[src/rtl/reg_file_pkg.sv]
// rtl/reg_file_pkg.sv - shared sizes and phase encoding for the register file
// Contents:
//   DATA_W, NREG, NPHASE : default register width, register count, phases per instruction
//   ADDR_W, PHASE_W      : address and phase-bus widths
//   phase_e              : named phases PH_FETCH..PH_WB (0..4)
package reg_file_pkg;

    localparam int DATA_W  = 16;
    localparam int NREG    = 8;
    localparam int NPHASE  = 5;
    localparam int ADDR_W  = 3;
    localparam int PHASE_W = 3;

    typedef enum logic [PHASE_W-1:0] {
        PH_FETCH = 3'd0,
        PH_READ  = 3'd1,
        PH_EXEC  = 3'd2,
        PH_MEM   = 3'd3,
        PH_WB    = 3'd4
    } phase_e;

endpackage

[src/rtl/reg_file_phase_counter.sv]
// rtl/reg_file_phase_counter.sv - instruction phase sequencer 0..NPHASE-1 with halt
// Ports:
//   clock   : rising-edge clock
//   reset_n : asynchronous active-low reset, forces phase to 0
//   halt    : holds the current phase while high
//   phase   : current phase
import reg_file_pkg::*;

module phase_counter #(
    parameter int NPHASE = reg_file_pkg::NPHASE
) (
    input  logic               clock,
    input  logic               reset_n,
    input  logic               halt,
    output logic [PHASE_W-1:0] phase
);

    logic [PHASE_W-1:0] phase_q;
    logic [PHASE_W-1:0] phase_d;

    always_comb begin
        phase_d = phase_q;
        if (!halt) begin
            if (phase_q == PHASE_W'(NPHASE - 1)) begin
                phase_d = '0;
            end else begin
                phase_d = phase_q + 1'b1;
            end
        end
    end

    always_ff @(posedge clock or negedge reset_n) begin
        if (!reset_n) begin
            phase_q <= '0;
        end else begin
            phase_q <= phase_d;
        end
    end

    assign phase = phase_q;

endmodule

[src/rtl/reg_file.sv]
// rtl/reg_file.sv - phase-sequenced register file, two registered read ports, one write port
// Ports:
//   clock, reset_n          : rising-edge clock, asynchronous active-low reset
//   halt                    : freezes the phase counter and blocks reads and writes
//   read_add_a, read_add_b  : source register addresses, captured at the read phase
//   write_add, writeOrder   : destination register and write enable, applied at write-back
//   write_data              : write-back value
//   phase                   : current instruction phase
//   read_data_a, read_data_b: registered read results
import reg_file_pkg::*;

module reg_file #(
    parameter int DATA_W = reg_file_pkg::DATA_W,
    parameter int NREG   = reg_file_pkg::NREG,
    parameter int NPHASE = reg_file_pkg::NPHASE
) (
    input  logic               clock,
    input  logic               reset_n,
    input  logic               halt,
    input  logic [ADDR_W-1:0]  read_add_a,
    input  logic [ADDR_W-1:0]  read_add_b,
    input  logic [ADDR_W-1:0]  write_add,
    input  logic               writeOrder,
    input  logic [DATA_W-1:0]  write_data,
    output logic [PHASE_W-1:0] phase,
    output logic [DATA_W-1:0]  read_data_a,
    output logic [DATA_W-1:0]  read_data_b
);

    logic [PHASE_W-1:0] phase_w;

    phase_counter #(
        .NPHASE (NPHASE)
    ) u_phase_counter (
        .clock   (clock),
        .reset_n (reset_n),
        .halt    (halt),
        .phase   (phase_w)
    );

    logic [DATA_W-1:0] regs_q [NREG];
    logic [DATA_W-1:0] regs_d [NREG];
    logic [DATA_W-1:0] rda_q;
    logic [DATA_W-1:0] rda_d;
    logic [DATA_W-1:0] rdb_q;
    logic [DATA_W-1:0] rdb_d;

    logic rd_en;
    logic wr_en;

    // Reads and writes live in different phases, so a read never sees a
    // same-edge write and no bypass path is needed.
    assign rd_en = !halt && (phase_w == PH_READ);
    assign wr_en = !halt && writeOrder && (phase_w == PH_WB);

    always_comb begin
        regs_d = regs_q;
        rda_d  = rda_q;
        rdb_d  = rdb_q;
        if (wr_en) begin
            regs_d[write_add] = write_data;
        end
        if (rd_en) begin
            rda_d = regs_q[read_add_a];
            rdb_d = regs_q[read_add_b];
        end
    end

    always_ff @(posedge clock or negedge reset_n) begin
        if (!reset_n) begin
            for (int i = 0; i < NREG; i++) begin
                regs_q[i] <= '0;
            end
            rda_q <= '0;
            rdb_q <= '0;
        end else begin
            regs_q <= regs_d;
            rda_q  <= rda_d;
            rdb_q  <= rdb_d;
        end
    end

    assign phase       = phase_w;
    assign read_data_a = rda_q;
    assign read_data_b = rdb_q;

endmodule
[config.mk]
export PLATFORM = sky130hd
export DESIGN_NAME = reg_file
export DESIGN_NICKNAME = d
export VERILOG_FILES = /design/src/rtl/reg_file_pkg.sv /design/src/rtl/reg_file_phase_counter.sv /design/src/rtl/reg_file.sv
export SDC_FILE = /design/constraint.sdc
export NUM_CORES = 1
export LEC_CHECK = 0
export ABC_AREA = 1
export BUFFER_PORTS_ARGS = -buffer_cell sky130_fd_sc_hd__buf_4
export CORE_ASPECT_RATIO = 0.5
export CORE_MARGIN = 4
export CORE_UTILIZATION = 25
export CTS_BUF_LIST = sky130_fd_sc_hd__clkbuf_4 sky130_fd_sc_hd__clkbuf_8
export DETAILED_ROUTE_END_ITERATION = 6
export PLACE_DENSITY = 0.51
export SYNTH_ARGS = -nofsm -noshare
export SYNTH_HDL_FRONTEND = slang
export SYNTH_SLANG_ARGS = --single-unit
[constraint.sdc]
create_clock -name clock -period 3.55 [get_ports clock]
set_clock_uncertainty 0.1 [all_clocks]
set_input_delay 0.71 -clock clock [delete_from_list [all_inputs] [get_ports clock]]
set_output_delay 0.71 -clock clock [all_outputs]
set_load 0.02 [all_outputs]
==> results of run 1 <==
[area by class of cell]
cell class | count | area [um^2]
fill | 3711 | 23500
sequential | 163 | 4080
multi-input combinational | 823 | 3600
timing repair buffer | 88 | 689
inverter | 157 | 589
tap | 441 | 552
clock buffer | 20 | 269
clock inverter | 9 | 133
[sequential cells by signal, indices dropped and copies added (netlist names)]
| signal | flops |
|---|---|
| regs_q | 128 |
| read_data_b | 16 |
| u_phase_counter.phase | 3 |
| read_data_a | 16 |
[routing by layer]
layer / vias up / share of wire [%]
li1: 3892 / -
met1: 3754 / 51
met2: 227 / 42
met3: 33 / 5.8
met4: 2 / 1.4
met5: - / 0.025
[worst max-delay path, stage by stage (launching register included)]
cell and delay, ns:
dfrtp_1 0.44, ha_1 0.22, nand2_1 0.07, nor2_2 0.04
inv_1 0.46, buf_4 0.40, nand2_1 0.10, nand2_1 0.08
[through the flow]
step                hold slack [ns]  setup WS [ns]  utilization (%)  total power, mW  std cells
global route                  0.182           1.40             29.7             7.19       1701
floorplan                     0.314           1.79                -             4.36       1219
global placement              0.365           1.34             28.5             5.27       1672
CTS                           0.150           1.54             29.7             6.72       1701
detailed placement            0.371           1.33             28.5             5.28       1672
finish                        0.148           1.57             29.7             6.67       1701
[worst paths after layout]
kind | startpoint | cells after the start | end
setup / recovery | u_phase_counter.phase[0] | 7 | read_data_a[9]
hold / removal | reset_n | 1 | read_data_a[2]
setup reg to reg | u_phase_counter.phase[0] | 7 | read_data_a[9]
hold reg to reg | read_data_b[6] | 2 | read_data_b[6]
max in group asynchronous | reset_n | 2 | regs_q[19]
min in group clock | read_data_b[6] | 2 | read_data_b[6]
[placed cells by master, fill, tap and decap left out, types with 2 or more instances in the layout]
cell type   Yosys  final
bufinv_16       0      3
clkinvlp_4      0      2
inv_2           3      3
nand4_1         8      8
buf_12          0      2
buf_4           0     85
o21ai_0       127    127
o21ai_1         3      3
clkinv_4        0      2
clkbuf_8        0     19
nand3_1       226    226
inv_1         154    154
ha_1            3      3
nand2_1       451    451
clkinv_2        0      2
dfrtp_1       163    163
[cell families (layout without fill, tap and decap cells)]
logic type | Yosys count | in the layout | share of synthesized area, %
simple gates | 688 | 688 | 33.8
buf+inv | 233 | 274 | 10.4
flops | 163 | 163 | 47.6
compound gates | 132 | 132 | 7.73
fa+ha+maj | 3 | 3 | 0.438
[where the power goes]
part / internal, mW / switching (mW) / leakage (nW)
combinational: 0.856 / 1.44 / 2.69
clock: 0.728 / 0.689 / 0.200
sequential: 2.52 / 0.440 / 2.18
total: 4.10 / 2.57 / 5.07
==> impl_metrics.env, run 1 <==
export IMPL_synth_top_flop_cell="dfrtp_1"
export IMPL_cp_max_fo=20
export IMPL_routed_via_count=7908
export IMPL_drc_errors=0
export IMPL_synth_most_common_cell="nand2_1"
export IMPL_synth_edf_count=0
export IMPL_postCtsSetupBuffers=0
export IMPL_synth_area_per_cell_um2=7.03
export IMPL_ant_nets=0
export IMPL_setup_viol=0
export IMPL_grt_usage_pct=15.2
export IMPL_overflow=0
export IMPL_tritoncts="yes"
export IMPL_postLayoutCellArea_mm2=0.00991
export IMPL_netlist_area_mm2=0.00857
export IMPL_yosys_area_top_type="dfrtp_1"
export IMPL_wl_um=28500
export IMPL_cts_max_path_buffers=2
export IMPL_drtIter0Drc=736
export IMPL_synth_net_count=1251
export IMPL_gr_usage_met3_pct=2.92
export IMPL_post_route_period_util_pct=55.8
export IMPL_peakVddDrop_v=0.000259
export IMPL_synthTopCellsByCount="nand2_1 (451), nand3_1 (226), dfrtp_1 (163)"
export IMPL_synth_top_area_share_pct=47.6
export IMPL_clock_latency_ns=0.47
export IMPL_area_delta_synth_final_pct=15.7
export IMPL_arrival_ns=2.29
export IMPL_async_flop_share_pct=100
export IMPL_status="finished clean"
export IMPL_first_pass_iters=5
export IMPL_grtUsageMet2_pct=22.3
export IMPL_p_leak_nw=5.07
export IMPL_grt_most_used_layer="met1"
export IMPL_rsz0062_at_grt="no"
export IMPL_synth_cells=1219
export IMPL_hold_buffers=0
export IMPL_dp_hpwl_um=18100
export IMPL_ios=64
export IMPL_end_kind="flip-flop"
export IMPL_synth_area_top_cells="dfrtp_1 (48%), nand2_1 (20%), nand3_1 (13%)"
export IMPL_grt_pass1_wl_um=44700
export IMPL_cp_required_ns=3.86
export IMPL_ys_types=17
export IMPL_cap_violations=0
export IMPL_grt_pass1_vias=7352
export IMPL_cts_inserted_buffers=17
export IMPL_rrSetupSlack_ns=1.57
export IMPL_power_density_mw_per_mm2=673
export IMPL_die_area_mm2=0.0375
export IMPL_ys_warn_count=0
export IMPL_hold_viol=0
export IMPL_cts_sinks=163
export IMPL_cts_repair_resized=0
export IMPL_n_antenna_cell=0
export IMPL_ys_seq_elements=163
export IMPL_viasPerCell=4.65
export IMPL_drv_slew=0
export IMPL_slew_headroom_pct=42.8
export IMPL_worst_pin_slew_ns=0.857
export IMPL_initial_core_util_pct=25.6
export IMPL_startpoint_type="flip-flop"
export IMPL_hold_path_class="input pin to asynchronous set/reset pin"
export IMPL_nets=1282
export IMPL_routedWlPerCell_um=16.7
export IMPL_drive_above_1_share_pct=9.76
export IMPL_dpl_cell_area_mm2=0.00951
export IMPL_die_h_um=139
export IMPL_coreArea_mm2=0.0334
export IMPL_clockRootBuffer="clkbuf_8"
export IMPL_std_cell_rows=47
export IMPL_antenna_found_initial=1
export IMPL_ys_seq_area_share_pct=47.6
export IMPL_min_period_ns=1.98
export IMPL_port_buffer_count=63
export IMPL_setup_tns_ns=0
export IMPL_dieWidth_um=270
export IMPL_max_freq_mhz=505
export IMPL_globalplace_congestion=0.802
export IMPL_grt_max_degree=67
export IMPL_clk_pin_slew_worst_paths_ns=0.09
export IMPL_gr_usage_met1_pct=23.0
export IMPL_worstSetupPathType="flip-flop to flip-flop"
export IMPL_htree_levels=4
Note: power is estimated with default switching activity, not from simulation.
==> run 2: changes to the inputs <==
==> constraint.sdc (replaced) <==
create_clock -name clock -period 1.9 [get_ports clock]
set_clock_uncertainty 0.1 [all_clocks]
set_input_delay 0.38 -clock clock [delete_from_list [all_inputs] [get_ports clock]]
set_output_delay 0.38 -clock clock [all_outputs]
set_load 0.02 [all_outputs]
==> run 2 against run 1 <==
Compared with the run above:
- count of clock-buffer cells in the layout rose by 1
- setup slack got worse by 1.5 ns
- power rose by 88%
- wire length rose by 2.8%
- sequential cell count did not move
- utilization rose by 0.97 points
- first-iteration DRC count rose by 18%
- global-route usage rose by 0.44 points
- final area rose by 3.3%
- hold slack got worse by 0.039 ns
- critical path depth rose by 2
- combinational power rose by 91%
- largest cell class unchanged
==> impl_metrics.env, run 2 (same netlist as run 1, synthesis figures left out) <==
export IMPL_coreArea_mm2=0.0334
export IMPL_worstSetupPathType="flip-flop to flip-flop"
export IMPL_path_buf_inv=3
export IMPL_tritoncts="yes"
export IMPL_drive_above_1_share_pct=11.3
export IMPL_rsz0062_at_grt="no"
export IMPL_crit_family="simple AND/OR/NAND/NOR gates"
export IMPL_layout_commonest_cell="nand2_1"
export IMPL_ant_nets=0
export IMPL_rrSetupSlack_ns=0.11
export IMPL_pre_cts_ws_ns=0.105
export IMPL_setup_tns_ns=0
export IMPL_clock_latency_ns=0.48
export IMPL_max_freq_mhz=558
export IMPL_dieWidth_um=270
export IMPL_drtIter0Drc=865
export IMPL_die_area_mm2=0.0375
export IMPL_dp_hpwl_um=18100
export IMPL_p_leak_nw=5.23
export IMPL_post_route_period_util_pct=94.4
export IMPL_nFillCells=3690
export IMPL_grt_pass1_vias=7384
export IMPL_clockRootBuffer="clkbuf_8"
export IMPL_p_sw_share_pct=38.5
export IMPL_cpMaxStageDelayCell="dfrtp_1"
export IMPL_grt_pass1_wl_um=45500
export IMPL_slew_headroom_pct=75.6
export IMPL_crit_chain="inv_1 -> ha_2 -> nand2_2 -> nor2_4 -> nand4_1 -> buf_4 -> buf_4 -> nand2_1 -> o21ai_0"
export IMPL_arrival_ns=2.05
export IMPL_final_setup_worst_slack_ns=0.107
export IMPL_crit_path_frequent_cell="buf_4"
export IMPL_final_cell_mix="nand2_1 (450), nand3_1 (226), dfrtp_1 (163)"
export IMPL_clk_pin_slew_worst_paths_ns=0.09
export IMPL_first_pass_iters=5
export IMPL_regMostFlops="regs_q"
export IMPL_end_kind="flip-flop"
export IMPL_wl_um=29300
export IMPL_p_comb_share_pct=35.0
export IMPL_globalplace_congestion=0.756
export IMPL_cp_max_fo=9
export IMPL_largest_reg_flops=128
export IMPL_nets=1299
export IMPL_cap_violations=0
export IMPL_cts_max_path_buffers=2
export IMPL_slowest_delay_ns=0.39
export IMPL_drc_errors=0
export IMPL_p_int_mw=7.70
export IMPL_hold_viol=0
export IMPL_area_delta_synth_final_pct=19.5
export IMPL_p_sw_mw=4.82
export IMPL_antenna_found_initial=0
export IMPL_cts_sinks=163
export IMPL_overflow=0
export IMPL_port_buffer_count=63
export IMPL_n_antenna_cell=0
export IMPL_hold_path_class="input pin to flip-flop"
export IMPL_setup_viol=0
export IMPL_grt_usage_pct=15.7
export IMPL_ios=64
export IMPL_initial_core_util_pct=25.6
export IMPL_dpl_cell_area_mm2=0.00978
export IMPL_worst_pin_slew_ns=0.366
export IMPL_min_period_ns=1.79
export IMPL_htree_levels=4
export IMPL_status="finished clean"
export IMPL_cts_inserted_buffers=17
export IMPL_grt_max_degree=65
export IMPL_power_frac_seq_pct=43.5
export IMPL_routedWlPerCell_um=17.0
export IMPL_die_h_um=139
export IMPL_routed_via_count=7891
export IMPL_cp_required_ns=2.16
export IMPL_std_cell_rows=47
export IMPL_power_density_mw_per_mm2=1220
export IMPL_postLayoutCellArea_mm2=0.0102
export IMPL_viasPerCell=4.59
export IMPL_drv_slew=0
export IMPL_clockPowerShare_pct=21.6
export IMPL_fin_hold_ws_ns=0.109
export IMPL_peakVddDrop_v=0.000516
export IMPL_startpoint_type="flip-flop"
run 2: changes by cell type in the layout (fill, tap and decap cells not counted), sizes merged:
cell,before,now
buf,88,104
bufinv,3,2
clkbuf,20,21
clkinvlp,2,3
dlygate4sd3,0,1
inv,157,159
run 2: worst register-to-register path: cells and delay by family, from the launching register on:
kind	cells	cell delay (ns)
adders and majority gates	1	0.19
DFF	1	0.39
buffers and inverters	3	0.46
and+or+nand+nor	4	0.47
AOI/OAI and AO/OA	1	0.07
run 2: routing by layer:
layer / GRT usage (%) / up-vias / routed length, um
li1: - / 3930 / -
met2: 23.2 / 181 / 12600
met4: 3.56 / 0 / 248
met1: 23.7 / 3765 / 15000
met3: 2.77 / 15 / 1470
met5: 0 / - / 0
run 2: final cells by class:
cell class / count / area [um^2] / share of cell area, %
clock buffers: 21 / 283 / 2.76
clock inverters: 11 / 126 / 1.23
well taps: 441 / 552 / 5.39
flip-flops and latches: 163 / 4080 / 39.9
repair buffers: 105 / 1000 / 9.79
multi-input cells: 823 / 3600 / 35.2
inverters: 157 / 589 / 5.76
run 2: path summary, 6_finish.rpt:
check                                            to                      from  cells after the start
hold / removal             u_phase_counter.phase[0]                      halt                      3
hold reg to reg                      read_data_a[5]            read_data_a[5]                      2
setup reg to reg                         regs_q[27]  u_phase_counter.phase[0]                      9
max in group asynchronous            read_data_b[6]                   reset_n                      3
min in group asynchronous                regs_q[50]                   reset_n                      2
setup / recovery                         regs_q[27]  u_phase_counter.phase[0]                      9
run 2: timing repair:
action / CTS / global route
setup endpoints to repair: 0 / 128
gates resized for setup: 0 / 9
hold buffers: 1 / 0
hold endpoints to repair: 61 / 0
setup buffers: 0 / 2
run 2: metrics by stage:
| step | util (%) | instances | power [mW] |
|---|---|---|---|
| 2_1_floorplan | - | 1219 | 8.14 |
| 3_3_place_gp | 29.3 | 1685 | 9.82 |
| 3_5_place_dp | 29.3 | 1685 | 9.87 |
| 4_1_cts | 30.5 | 1718 | 12.6 |
| 5_1_grt | 30.6 | 1721 | 13.5 |
| 6_report | 30.6 | 1721 | 12.5 |
run 2: power by group through the flow:
| stage | sequential (mW) | combinational [mW] | clock, mW |
|---|---|---|---|
| 2_1_floorplan | 5.76 | 2.38 | 0 |
| 3_3_place_gp | 5.49 | 4.33 | 0 |
| 3_5_place_dp | 5.49 | 4.38 | 0 |
| 4_1_cts | 5.44 | 4.39 | 2.77 |
| 5_1_grt | 5.60 | 5.01 | 2.91 |
| 6_report | 5.44 | 4.38 | 2.70 |
==> run 3: changes to the inputs <==
--- a/config.mk
+++ b/config.mk
@@ -9,10 +9,11 @@
 export BUFFER_PORTS_ARGS = -buffer_cell sky130_fd_sc_hd__buf_4
 export CORE_ASPECT_RATIO = 0.5
 export CORE_MARGIN = 4
-export CORE_UTILIZATION = 25
+export CORE_UTILIZATION = 60
 export CTS_BUF_LIST = sky130_fd_sc_hd__clkbuf_4 sky130_fd_sc_hd__clkbuf_8
 export DETAILED_ROUTE_END_ITERATION = 6
-export PLACE_DENSITY = 0.51
+export PLACE_DENSITY = 0.9
 export SYNTH_ARGS = -nofsm -noshare
 export SYNTH_HDL_FRONTEND = slang
+export SYNTH_HIERARCHICAL = 1
 export SYNTH_SLANG_ARGS = --single-unit
==> run 3 against run 2 <==
Compared with the run above:
- the run now ends with design-rule violations left
- utilization increased by 40 points
- hold slack worse by 0.0081 ns
- critical path type unchanged
- clock power decreased by 2%
- sequential power hardly changed
- power increased by 2.8%
- setup slack gained 0.10 ns
- largest cell class is now multi-input combinational cells
==> impl_metrics.env, run 3 <==
export IMPL_status="complete, but fails checks"
export IMPL_failed_checks="design-rule violations"
export IMPL_coreArea_mm2=0.0147
export IMPL_drive_above_1_share_pct=10.6
export IMPL_muxShareOfSynthArea_pct=0
export IMPL_p_int_mw=7.61
export IMPL_synth_adder_area_share_pct=0.274
export IMPL_p_leak_nw=5.88
export IMPL_p_sw_share_pct=40.9
export IMPL_ys_seq_area_share_pct=44.6
export IMPL_cp_max_fo=60
export IMPL_netlist_area_mm2=0.00914
export IMPL_synth_net_count=1401
export IMPL_regMostFlops="regs_q"
export IMPL_layout_commonest_cell="nand2_1"
export IMPL_synth_cells=1370
export IMPL_end_kind="flip-flop"
export IMPL_ys_warn_count=6
export IMPL_ys_seq_elements=163
export IMPL_pre_cts_ws_ns=0.155
export IMPL_routedWlPerCell_um=20.0
export IMPL_slew_headroom_pct=67.0
export IMPL_viasPerCell=6.17
export IMPL_die_area_mm2=0.0174
export IMPL_grt_pass1_vias=9419
export IMPL_postCtsSetupBuffers=0
export IMPL_drc_errors=21
export IMPL_async_flop_share_pct=100
export IMPL_final_cells=1614
export IMPL_ys_types=17
export IMPL_globalplace_congestion=0.952
export IMPL_hold_viol=0
export IMPL_yosys_area_top_type="dfrtp_1"
export IMPL_cap_violations=0
export IMPL_synth_xor_area_share_pct=0
export IMPL_drv_slew=0
export IMPL_synthTopCellsByCount="nand2_1 (592), nand3_1 (354), dfrtp_1 (163)"
export IMPL_initial_core_util_pct=62.2
export IMPL_clk_pin_slew_worst_paths_ns=0.10
export IMPL_n_antenna_cell=0
export IMPL_grt_pass1_wl_um=50700
export IMPL_post_route_period_util_pct=89.1
export IMPL_cts_max_path_buffers=2
export IMPL_first_pass_iters=7
export IMPL_wl_um=32300
export IMPL_synth_most_common_cell="nand2_1"
export IMPL_synth_top_family_by_area="simple AND/OR/NAND/NOR gates"
export IMPL_clock_latency_ns=0.47
export IMPL_worst_pin_slew_ns=0.494
export IMPL_setup_tns_ns=0
export IMPL_drtIter0Drc=1925
export IMPL_arrival_ns=2.00
export IMPL_rsz0062_at_grt="no"
export IMPL_cts_sinks=163
export IMPL_grt_max_degree=65
export IMPL_dp_hpwl_um=21000
export IMPL_rr_worst_depth=7
export IMPL_area_delta_synth_final_pct=13.8
export IMPL_synth_top_area_share_pct=44.6
export IMPL_final_setup_worst_slack_ns=0.207
export IMPL_rrSetupSlack_ns=0.21
export IMPL_max_freq_mhz=591
export IMPL_synth_top_flop_cell="dfrtp_1"
export IMPL_routed_via_count=9951
export IMPL_largest_reg_flops=128
export IMPL_min_period_ns=1.69
export IMPL_ios=64
export IMPL_power_density_mw_per_mm2=1240
export IMPL_dpl_cell_area_mm2=0.00998
export IMPL_synth_compound_area_share_pct=0.164
export IMPL_synth_area_per_cell_um2=6.67
export IMPL_antenna_found_initial=1
export IMPL_worstSetupPathType="flip-flop to flip-flop"
export IMPL_peakVddDrop_v=0.000739
export IMPL_nFillCells=1160
export IMPL_grt_usage_pct=38.0
export IMPL_clockRootBuffer="clkbuf_8"
export IMPL_r2r_end="regs_q[65]"
export IMPL_p_total_mw=12.9
export IMPL_p_comb_share_pct=36.9
export IMPL_regArea_mm2=0.00408
export IMPL_p_sw_mw=5.26
export IMPL_worstSetupEndpoint="regs_q[65]"
export IMPL_multi_input_area_mm2=0.00411
export IMPL_htree_levels=4
export IMPL_port_buffer_count=63
export IMPL_tritoncts="yes"
export IMPL_cts_inserted_buffers=17
export IMPL_die_h_um=95.3
export IMPL_setup_viol=0
export IMPL_cp_required_ns=2.21
export IMPL_fin_util_pct=70.7
export IMPL_startpoint_type="flip-flop"
export IMPL_dp_cells=1581
export IMPL_fin_hold_ws_ns=0.101
export IMPL_std_cell_rows=31
export IMPL_nets=1434
export IMPL_final_cell_mix="nand2_1 (592), nand3_1 (354), dfrtp_1 (163)"
export IMPL_dieWidth_um=183
export IMPL_clockPowerShare_pct=20.6
export IMPL_r2r_start="u_phase_counter/phase[1]"
export IMPL_synth_simple_gate_area_share_pct=44.4
export IMPL_ant_nets=0
export IMPL_cp_startpoint="u_phase_counter/phase[1]"
export IMPL_synth_area_top_cells="dfrtp_1 (45%), nand2_1 (24%), nand3_1 (19%)"
export IMPL_postLayoutCellArea_mm2=0.0104
export IMPL_power_frac_seq_pct=42.5
export IMPL_hold_path_class="input pin to flip-flop"
export IMPL_overflow=0
export IMPL_synth_edf_count=0
==> run 3: cell count changes in the layout (fill, tap and decap cells not counted), moves of 2 or more <==
cell      change
inv_1        -13
nand4_1       -8
o21ai_1       -3
inv_6         +3
clkbuf_8      -2
nand3_1     +128
buf_12        -3
clkinv_2      -2
o21ai_0     -125
nand2_1     +142
buf_4        +12
nor2_1       +11
==> run 3: power groups by stage <==
stage | Clock (mW) | Combinational (mW) | Sequential, mW
final | 2.65 | 4.74 | 5.47
after global routing | 2.81 | 5.24 | 5.60
after CTS | 2.63 | 4.64 | 5.44
after detailed placement | 0 | 4.60 | 5.50
after global placement | 0 | 4.41 | 5.44
after floorplan | 0 | 2.53 | 5.76
==> run 3: worst min-delay path by stage <==
stage,startpoint,to,slack [ns],cells past startpoint
global placement,reset_n,u_phase_counter/phase[0],0.25,1
finish,halt,u_phase_counter/phase[0],0.10,3
detailed placement,reset_n,u_phase_counter/phase[0],0.25,1
global route,halt,u_phase_counter/phase[0],0.11,3
CTS,halt,u_phase_counter/phase[0],0.1,3
floorplan,reset_n,read_data_a[0],-0.02,0
==> run 3: metal layers <==
layer	part of all wire, %	vias to the layer above	GRT usage, %
li1	-	4327	-
met1	38	4562	51.6
met2	40	896	53.1
met3	18	166	16.7
met4	4.0	0	15.9
met5	0	-	0
==> run 3: what timing repair did <==
action / CTS / global route
setup endpoints to repair: 0 / 7
hold buffers: 1 / 0
endpoints found under the hold margin: 42 / 0
resized for setup: 0 / 1
==> run 3: area by class of cell <==
class	count	area share, %
well taps	198	2.38
clock buffers	19	2.46
inverters	143	5.16
clock inverters	13	1.42
flip-flops and latches	163	39.2
multi-input cells	965	39.5
repair buffers	113	9.82
==> run 3: critical path: stages, from the launching register on <==
cell and delay, ns:
dfrtp_1 0.45, inv_1 0.07, nand2_1 0.07, nor3_4 0.20
buf_12 0.16, buf_12 0.26, nand3_1 0.16, nand2_1 0.10
==> run 3: cells by family after synthesis <==
group | count (synthesis)
flops | 163
simple gates | 960
fa+ha+maj | 2
compound gates | 3
buf+inv | 242
